### src/rtl/ex_reg_pkg.sv
// Shared ISA encodings for the EX/MEM pipeline register: memory ops, control ops, exception codes.
package ex_reg_pkg;

  localparam logic [1:0] MEM_OP_NOP  = 2'd0;
  localparam logic [1:0] MEM_OP_LDW  = 2'd1;
  localparam logic [1:0] MEM_OP_STW  = 2'd2;

  localparam logic [1:0] CTRL_OP_NOP  = 2'd0;
  localparam logic [1:0] CTRL_OP_WRCR = 2'd1;
  localparam logic [1:0] CTRL_OP_EXRT = 2'd2;

  localparam logic [2:0] ISA_EXP_NO_EXP     = 3'd0;
  localparam logic [2:0] ISA_EXP_EXT_INT    = 3'd1;
  localparam logic [2:0] ISA_EXP_UNDEF_INSN = 3'd2;
  localparam logic [2:0] ISA_EXP_OVERFLOW   = 3'd3;
  localparam logic [2:0] ISA_EXP_MISS_ALIGN = 3'd4;
  localparam logic [2:0] ISA_EXP_TRAP       = 3'd5;
  localparam logic [2:0] ISA_EXP_PRV_VIO    = 3'd6;

  localparam logic ENABLE   = 1'b1;
  localparam logic DISABLE  = 1'b0;
  localparam logic ENABLE_  = 1'b0;
  localparam logic DISABLE_ = 1'b1;

endpackage

### src/rtl/ex_reg.sv
// EX/MEM pipeline register: captures ALU result plus forwarded ID control, handles stall/flush/interrupt.
// Define EX_OVF_TRAP_EN to turn ALU signed overflow into a precise OVERFLOW exception.
module ex_reg
  import ex_reg_pkg::*;
#(
  parameter int WORD_W     = 32,
  parameter int PC_W       = 30,
  parameter int REG_ADDR_W = 5
) (
  input  logic                  clk,
  input  logic                  reset,
  input  logic                  stall,
  input  logic                  flush,
  input  logic                  int_detect,
  input  logic [PC_W-1:0]       id_pc,
  input  logic                  id_en,
  input  logic                  id_br_flag,
  input  logic [1:0]            id_mem_op,
  input  logic [WORD_W-1:0]     id_mem_wr_data,
  input  logic [1:0]            id_ctrl_op,
  input  logic [REG_ADDR_W-1:0] id_dst_addr,
  input  logic                  id_gpr_we_,
  input  logic [2:0]            id_exp_code,
  input  logic [WORD_W-1:0]     alu_out,
  input  logic                  alu_of,
  output logic [PC_W-1:0]       ex_pc,
  output logic                  ex_en,
  output logic                  ex_br_flag,
  output logic [1:0]            ex_mem_op,
  output logic [WORD_W-1:0]     ex_mem_wr_data,
  output logic [1:0]            ex_ctrl_op,
  output logic [REG_ADDR_W-1:0] ex_dst_addr,
  output logic                  ex_gpr_we_,
  output logic [2:0]            ex_exp_code,
  output logic [WORD_W-1:0]     ex_out
);

  logic [PC_W-1:0]       pc_q,       pc_d;
  logic                  en_q,       en_d;
  logic                  br_flag_q,  br_flag_d;
  logic [1:0]            mem_op_q,   mem_op_d;
  logic [WORD_W-1:0]     wr_data_q,  wr_data_d;
  logic [1:0]            ctrl_op_q,  ctrl_op_d;
  logic [REG_ADDR_W-1:0] dst_addr_q, dst_addr_d;
  logic                  gpr_we_q,   gpr_we_d;
  logic [2:0]            exp_code_q, exp_code_d;
  logic [WORD_W-1:0]     out_q,      out_d;

`ifdef EX_OVF_TRAP_EN
  // An exception already raised in ID outranks overflow; invalid slots never trap.
  logic ovf_trap;
  assign ovf_trap = alu_of && id_en && (id_exp_code == ISA_EXP_NO_EXP);
`else
  logic unused_alu_of;
  assign unused_alu_of = alu_of;
`endif

  always_comb begin
    pc_d       = pc_q;
    en_d       = en_q;
    br_flag_d  = br_flag_q;
    mem_op_d   = mem_op_q;
    wr_data_d  = wr_data_q;
    ctrl_op_d  = ctrl_op_q;
    dst_addr_d = dst_addr_q;
    gpr_we_d   = gpr_we_q;
    exp_code_d = exp_code_q;
    out_d      = out_q;
    if (stall) begin
      // hold
    end else if (flush || int_detect) begin
      // Bubble keeps the PC so the interrupt handler knows where to resume.
      pc_d       = id_pc;
      en_d       = DISABLE;
      br_flag_d  = DISABLE;
      mem_op_d   = MEM_OP_NOP;
      wr_data_d  = '0;
      ctrl_op_d  = CTRL_OP_NOP;
      dst_addr_d = '0;
      gpr_we_d   = DISABLE_;
      exp_code_d = ISA_EXP_NO_EXP;
      out_d      = '0;
`ifdef EX_OVF_TRAP_EN
    end else if (ovf_trap) begin
      pc_d       = id_pc;
      en_d       = id_en;
      br_flag_d  = DISABLE;
      mem_op_d   = MEM_OP_NOP;
      wr_data_d  = id_mem_wr_data;
      ctrl_op_d  = CTRL_OP_NOP;
      dst_addr_d = id_dst_addr;
      gpr_we_d   = DISABLE_;
      exp_code_d = ISA_EXP_OVERFLOW;
      out_d      = alu_out;
`endif
    end else begin
      pc_d       = id_pc;
      en_d       = id_en;
      br_flag_d  = id_br_flag;
      mem_op_d   = id_mem_op;
      wr_data_d  = id_mem_wr_data;
      ctrl_op_d  = id_ctrl_op;
      dst_addr_d = id_dst_addr;
      gpr_we_d   = id_gpr_we_;
      exp_code_d = id_exp_code;
      out_d      = alu_out;
    end
  end

  always_ff @(posedge clk) begin
    if (reset) begin
      pc_q       <= '0;
      en_q       <= DISABLE;
      br_flag_q  <= DISABLE;
      mem_op_q   <= MEM_OP_NOP;
      wr_data_q  <= '0;
      ctrl_op_q  <= CTRL_OP_NOP;
      dst_addr_q <= '0;
      gpr_we_q   <= DISABLE_;
      exp_code_q <= ISA_EXP_NO_EXP;
      out_q      <= '0;
    end else begin
      pc_q       <= pc_d;
      en_q       <= en_d;
      br_flag_q  <= br_flag_d;
      mem_op_q   <= mem_op_d;
      wr_data_q  <= wr_data_d;
      ctrl_op_q  <= ctrl_op_d;
      dst_addr_q <= dst_addr_d;
      gpr_we_q   <= gpr_we_d;
      exp_code_q <= exp_code_d;
      out_q      <= out_d;
    end
  end

  assign ex_pc          = pc_q;
  assign ex_en          = en_q;
  assign ex_br_flag     = br_flag_q;
  assign ex_mem_op      = mem_op_q;
  assign ex_mem_wr_data = wr_data_q;
  assign ex_ctrl_op     = ctrl_op_q;
  assign ex_dst_addr    = dst_addr_q;
  assign ex_gpr_we_     = gpr_we_q;
  assign ex_exp_code    = exp_code_q;
  assign ex_out         = out_q;

endmodule
### config.mk
export PLATFORM = sky130hd
export DESIGN_NAME = ex_reg
export DESIGN_NICKNAME = d
export VERILOG_FILES = /design/src/rtl/ex_reg_pkg.sv /design/src/rtl/ex_reg.sv
export SDC_FILE = /design/constraint.sdc
export NUM_CORES = 1
export LEC_CHECK = 0
export BUFFER_PORTS_ARGS = -buffer_cell sky130_fd_sc_hd__buf_2
export CAP_MARGIN = 5
export CELL_PAD_IN_SITES_DETAIL_PLACEMENT = 2
export CELL_PAD_IN_SITES_GLOBAL_PLACEMENT = 2
export CORE_ASPECT_RATIO = 0.75
export CORE_UTILIZATION = 25
export DETAILED_ROUTE_END_ITERATION = 7
export PLACE_DENSITY_LB_ADDON = 0.05
export SYNTH_ARGS = -nofsm -noshare
export SYNTH_HDL_FRONTEND = slang
export SYNTH_SLANG_ARGS = --single-unit
### constraint.sdc
create_clock -name clk -period 2.27 [get_ports clk]
set_input_delay 0.1135 -clock clk [delete_from_list [all_inputs] [get_ports clk]]
set_output_delay 0.1135 -clock clk [all_outputs]
set_load 0.05 [all_outputs]
After elaboration in Yosys (flattened, before gate mapping)
Cells that the tools add are included.
- bits in registers: 109
- bits in latches: 0
- bits in writable memories: 0
- memory bits (read-only): 0
- bits of input ports: 115
- memories kept: 0
- add/sub/neg operators: 0
- $mul: 0
- div/mod/pow operators: 0
- $lt $le $gt $ge: 0
- eq/ne operators: 0
- shifts and indexed selects: 0
- mux-type cells: 9
- bitwise operators: 0
- reduce and logical (&&, ||, !) cells: 1
- operator list (cell ; number):
    2-to-1 mux 32 bit ; 2
    2-to-1 mux 5 bit ; 1
    2-to-1 mux 2 bit ; 2
    2-to-1 mux 1 bit ; 3
    2-to-1 mux 3 bit ; 1
    logical OR 1 bit ; 1

Longest topological paths before layout
- depth after elaboration: 2
- depth in mapped cells: 5
- gate-level depth less buffers: 2

Worst setup path before layout
OpenSTA, ideal clock, no wires.
- kind: in2reg
- start point: input port reset
- end point: register pc_q[10], in the netlist ex_pc[10]
- library setup time: 0.117 ns
- arrival: 0.910 ns
- data required time: 2.153 ns
- slack: 1.243 ns
- cell stages on the path: 4
- buffers on the path: 3
- cell sequence: clkbuf_1 clkbuf_1 buf_2 nor2_1
- RTL lines (what ; line ; text):
    from (decl) ; ex_reg.sv:11 ; input logic reset,
    to (signal assigned) ; ex_reg.sv:123 ; pc_q <= pc_d;
    to (decl) ; ex_reg.sv:38 ; logic [PC_W-1:0] pc_q, pc_d;
No word-level cell between the ends.

Worst setup path in the final report
- start point: register pc_q[9], in the netlist ex_pc[9]
- end point: output port ex_pc[9]
- RTL lines (what ; line ; text):
    to (decl) ; ex_reg.sv:26 ; output logic [PC_W-1:0] ex_pc,
No word-level cell between the ends.

==> reports/results.ini <==
[run_status]
status=finished clean

[sta]
finalHoldViolCount=0
finalCriticalPeriod_ps=1110
post-route-period-util=0.488
achievable-frequency_mhz=903
setup-violations-final=0
fin_ws_ps=1160
hold-worst-slack_ps=8.88
slew_headroom=0.567
fin_setup_tns_ps=0
rsz0062_at_grt=false
drv_slew=0
fin_skew_ps=0
worst_slew_pin_slew_ps=650

[drt]
drc_errors=0
ant_nets=0
vias=4145
first_pass_iters=4
routedWlPerCell_um=16.6
drt-initial-drc-count=149
wl_um=14800
routed_via_density=4.65

[clocking]
clock_path_buffers=2
cts_made_buffers=9
post_cts_resized=0
cts_root_buffer=clkbuf_16
cts_num_sinks=109
cts_tree=yes
cts.clk_slew.worst_paths_ps=80
clock_latency_ps=350
htreeDepth=3

[placement]
place.port_buffers=222
dpl.hpwl_um=9770
place_inst=851
globalplace.congestion=0.675
pre_cts_slack_ps=795
dpl-instance-area_mm2=0.00559

[die]
initial_utilization=0.257
die_area_mm2=0.0179
core_mm2=0.0169
die_h_um=116
io_pins=224
die_w_um=154
fp-row-count=41

[synth]
synthTopCellsByArea=dfxtp_1 (50%), or4b_1 (18%), a21oi_1 (9.0%)
synth.cell_area_mm2=0.00433
yosysWarnings=0
synth_top_area_cell=dfxtp_1
synth_top_area_share=0.504
ys_types=13
avgSynthCellArea_um2=9.54
yosysSeqAreaShare=0.504
synth_seq_cells=109
synth_cells=454
synth_fp_nets=569

[cells_and_area]
fin_nets=787
final_util=0.364
stdcell_area_mm2=0.00615
final_common_cell=buf_2
drive_gt1_frac=0.363
fin_cells=892
final_cell_mix=buf_2 (220), dfxtp_1 (109), or4b_1 (78), nand2_1 (78), a21oi_1 (78)
diodes=0
areaGrowthSynthToFinish_pct=41.9

[worst_setup_path]
arrival_ps=990
cp_slowest_stage_delay_ps=360
crit_chain=buf_2
end_kind=primary output
start_kind=flop
criticalPathCategory=reg -> out
crit_path_max_fanout=2
cp_slowest_cell=dfxtp_1
required_ps=2160
path_delay_family=flip-flops
path_buf_inv=1

[global_route]
grt-ovfl-total=0
grt_pass1_vias=4349
grtUsageTotal=0.165
grt_pass1_wl_um=23000
grt_antenna_before_repair=2
grt_start_max_net_pins=80

[power]
total_power_mw=4.36
ir_drop_v=0.000287
cellPowerDensity_mw_per_mm2=709
p_leak_nw=2.78

[run]
drv_cap=0

[min_path]
hold_class=in -> reg

[routing by layer]
layer,routed length (um),track usage,vias up
li1,-,-,2048
met1,5980,0.181,1954
met2,7410,0.295,124
met3,1180,0.0681,17
met4,180,0.0473,2
met5,12,0,-
[state kept, by name (all words and copies together), names as in the netlist]
| name | flops |
|---|---|
| ex_br_flag | 1 |
| ex_ctrl_op | 2 |
| ex_dst_addr | 5 |
| ex_en | 1 |
| ex_exp_code | 3 |
| ex_gpr_we_ | 1 |
| ex_mem_op | 2 |
| ex_mem_wr_data | 32 |
| ex_out | 32 |
| ex_pc | 30 |
[cells by family (layout without fill, tap and decap cells)]
kind of cell / Yosys count / count (layout) / share of synthesized area
AO/OA/AOI/OAI: 79 / 79 / 0.0918
multiplexers: 30 / 30 / 0.0693
buffers and inverters: 48 / 271 / 0.0586
AND/OR/NAND/NOR: 188 / 188 / 0.277
flip-flops: 109 / 109 / 0.504
[area by class of cell]
type                       instances  area, um^2
timing repair buffer             255        1490
clock buffer                       9         225
fill                            1927       10700
sequential                       109        2180
tap                              215         269
clock inverter                     7        81.3
multi-input combinational        297        1900
[what timing repair did]
| action | 4_1_cts | 5_1_grt |
|---|---|---|
| endpoints found under the hold margin | 25 | 0 |
| buffers inserted | 0 | 0 |
| hold buffers | 25 | 0 |
| setup endpoints to repair | 0 | 0 |
[cell usage after synthesis]
library cell  number
or4b_1            78
clkbuf_1          20
nand2_1           78
buf_2             20
nor2_1            30
a21oi_1           78
buf_6              5
dfxtp_1          109
o21bai_1           1
mux2i_1           30
nor4_1             1
nor2b_1            1
buf_4              3
[final timing paths]
path,start,end,slack (ps),cells after the start
worst max-delay path,ex_pc[9],ex_pc[9],1160,1
worst min-delay path,id_pc[21],ex_pc[21],9,3
worst max register to register,ex_pc[10],ex_pc[10],1600,2
worst min register to register,ex_mem_wr_data[22],ex_mem_wr_data[22],460,2
[power breakdown]
part	internal [mW]	switching (mW)
Combinational	0.238	0.451
Clock	0.877	0.783
Sequential	1.98	0.0322
No activity file was read; power rests on OpenSTA's default activity.
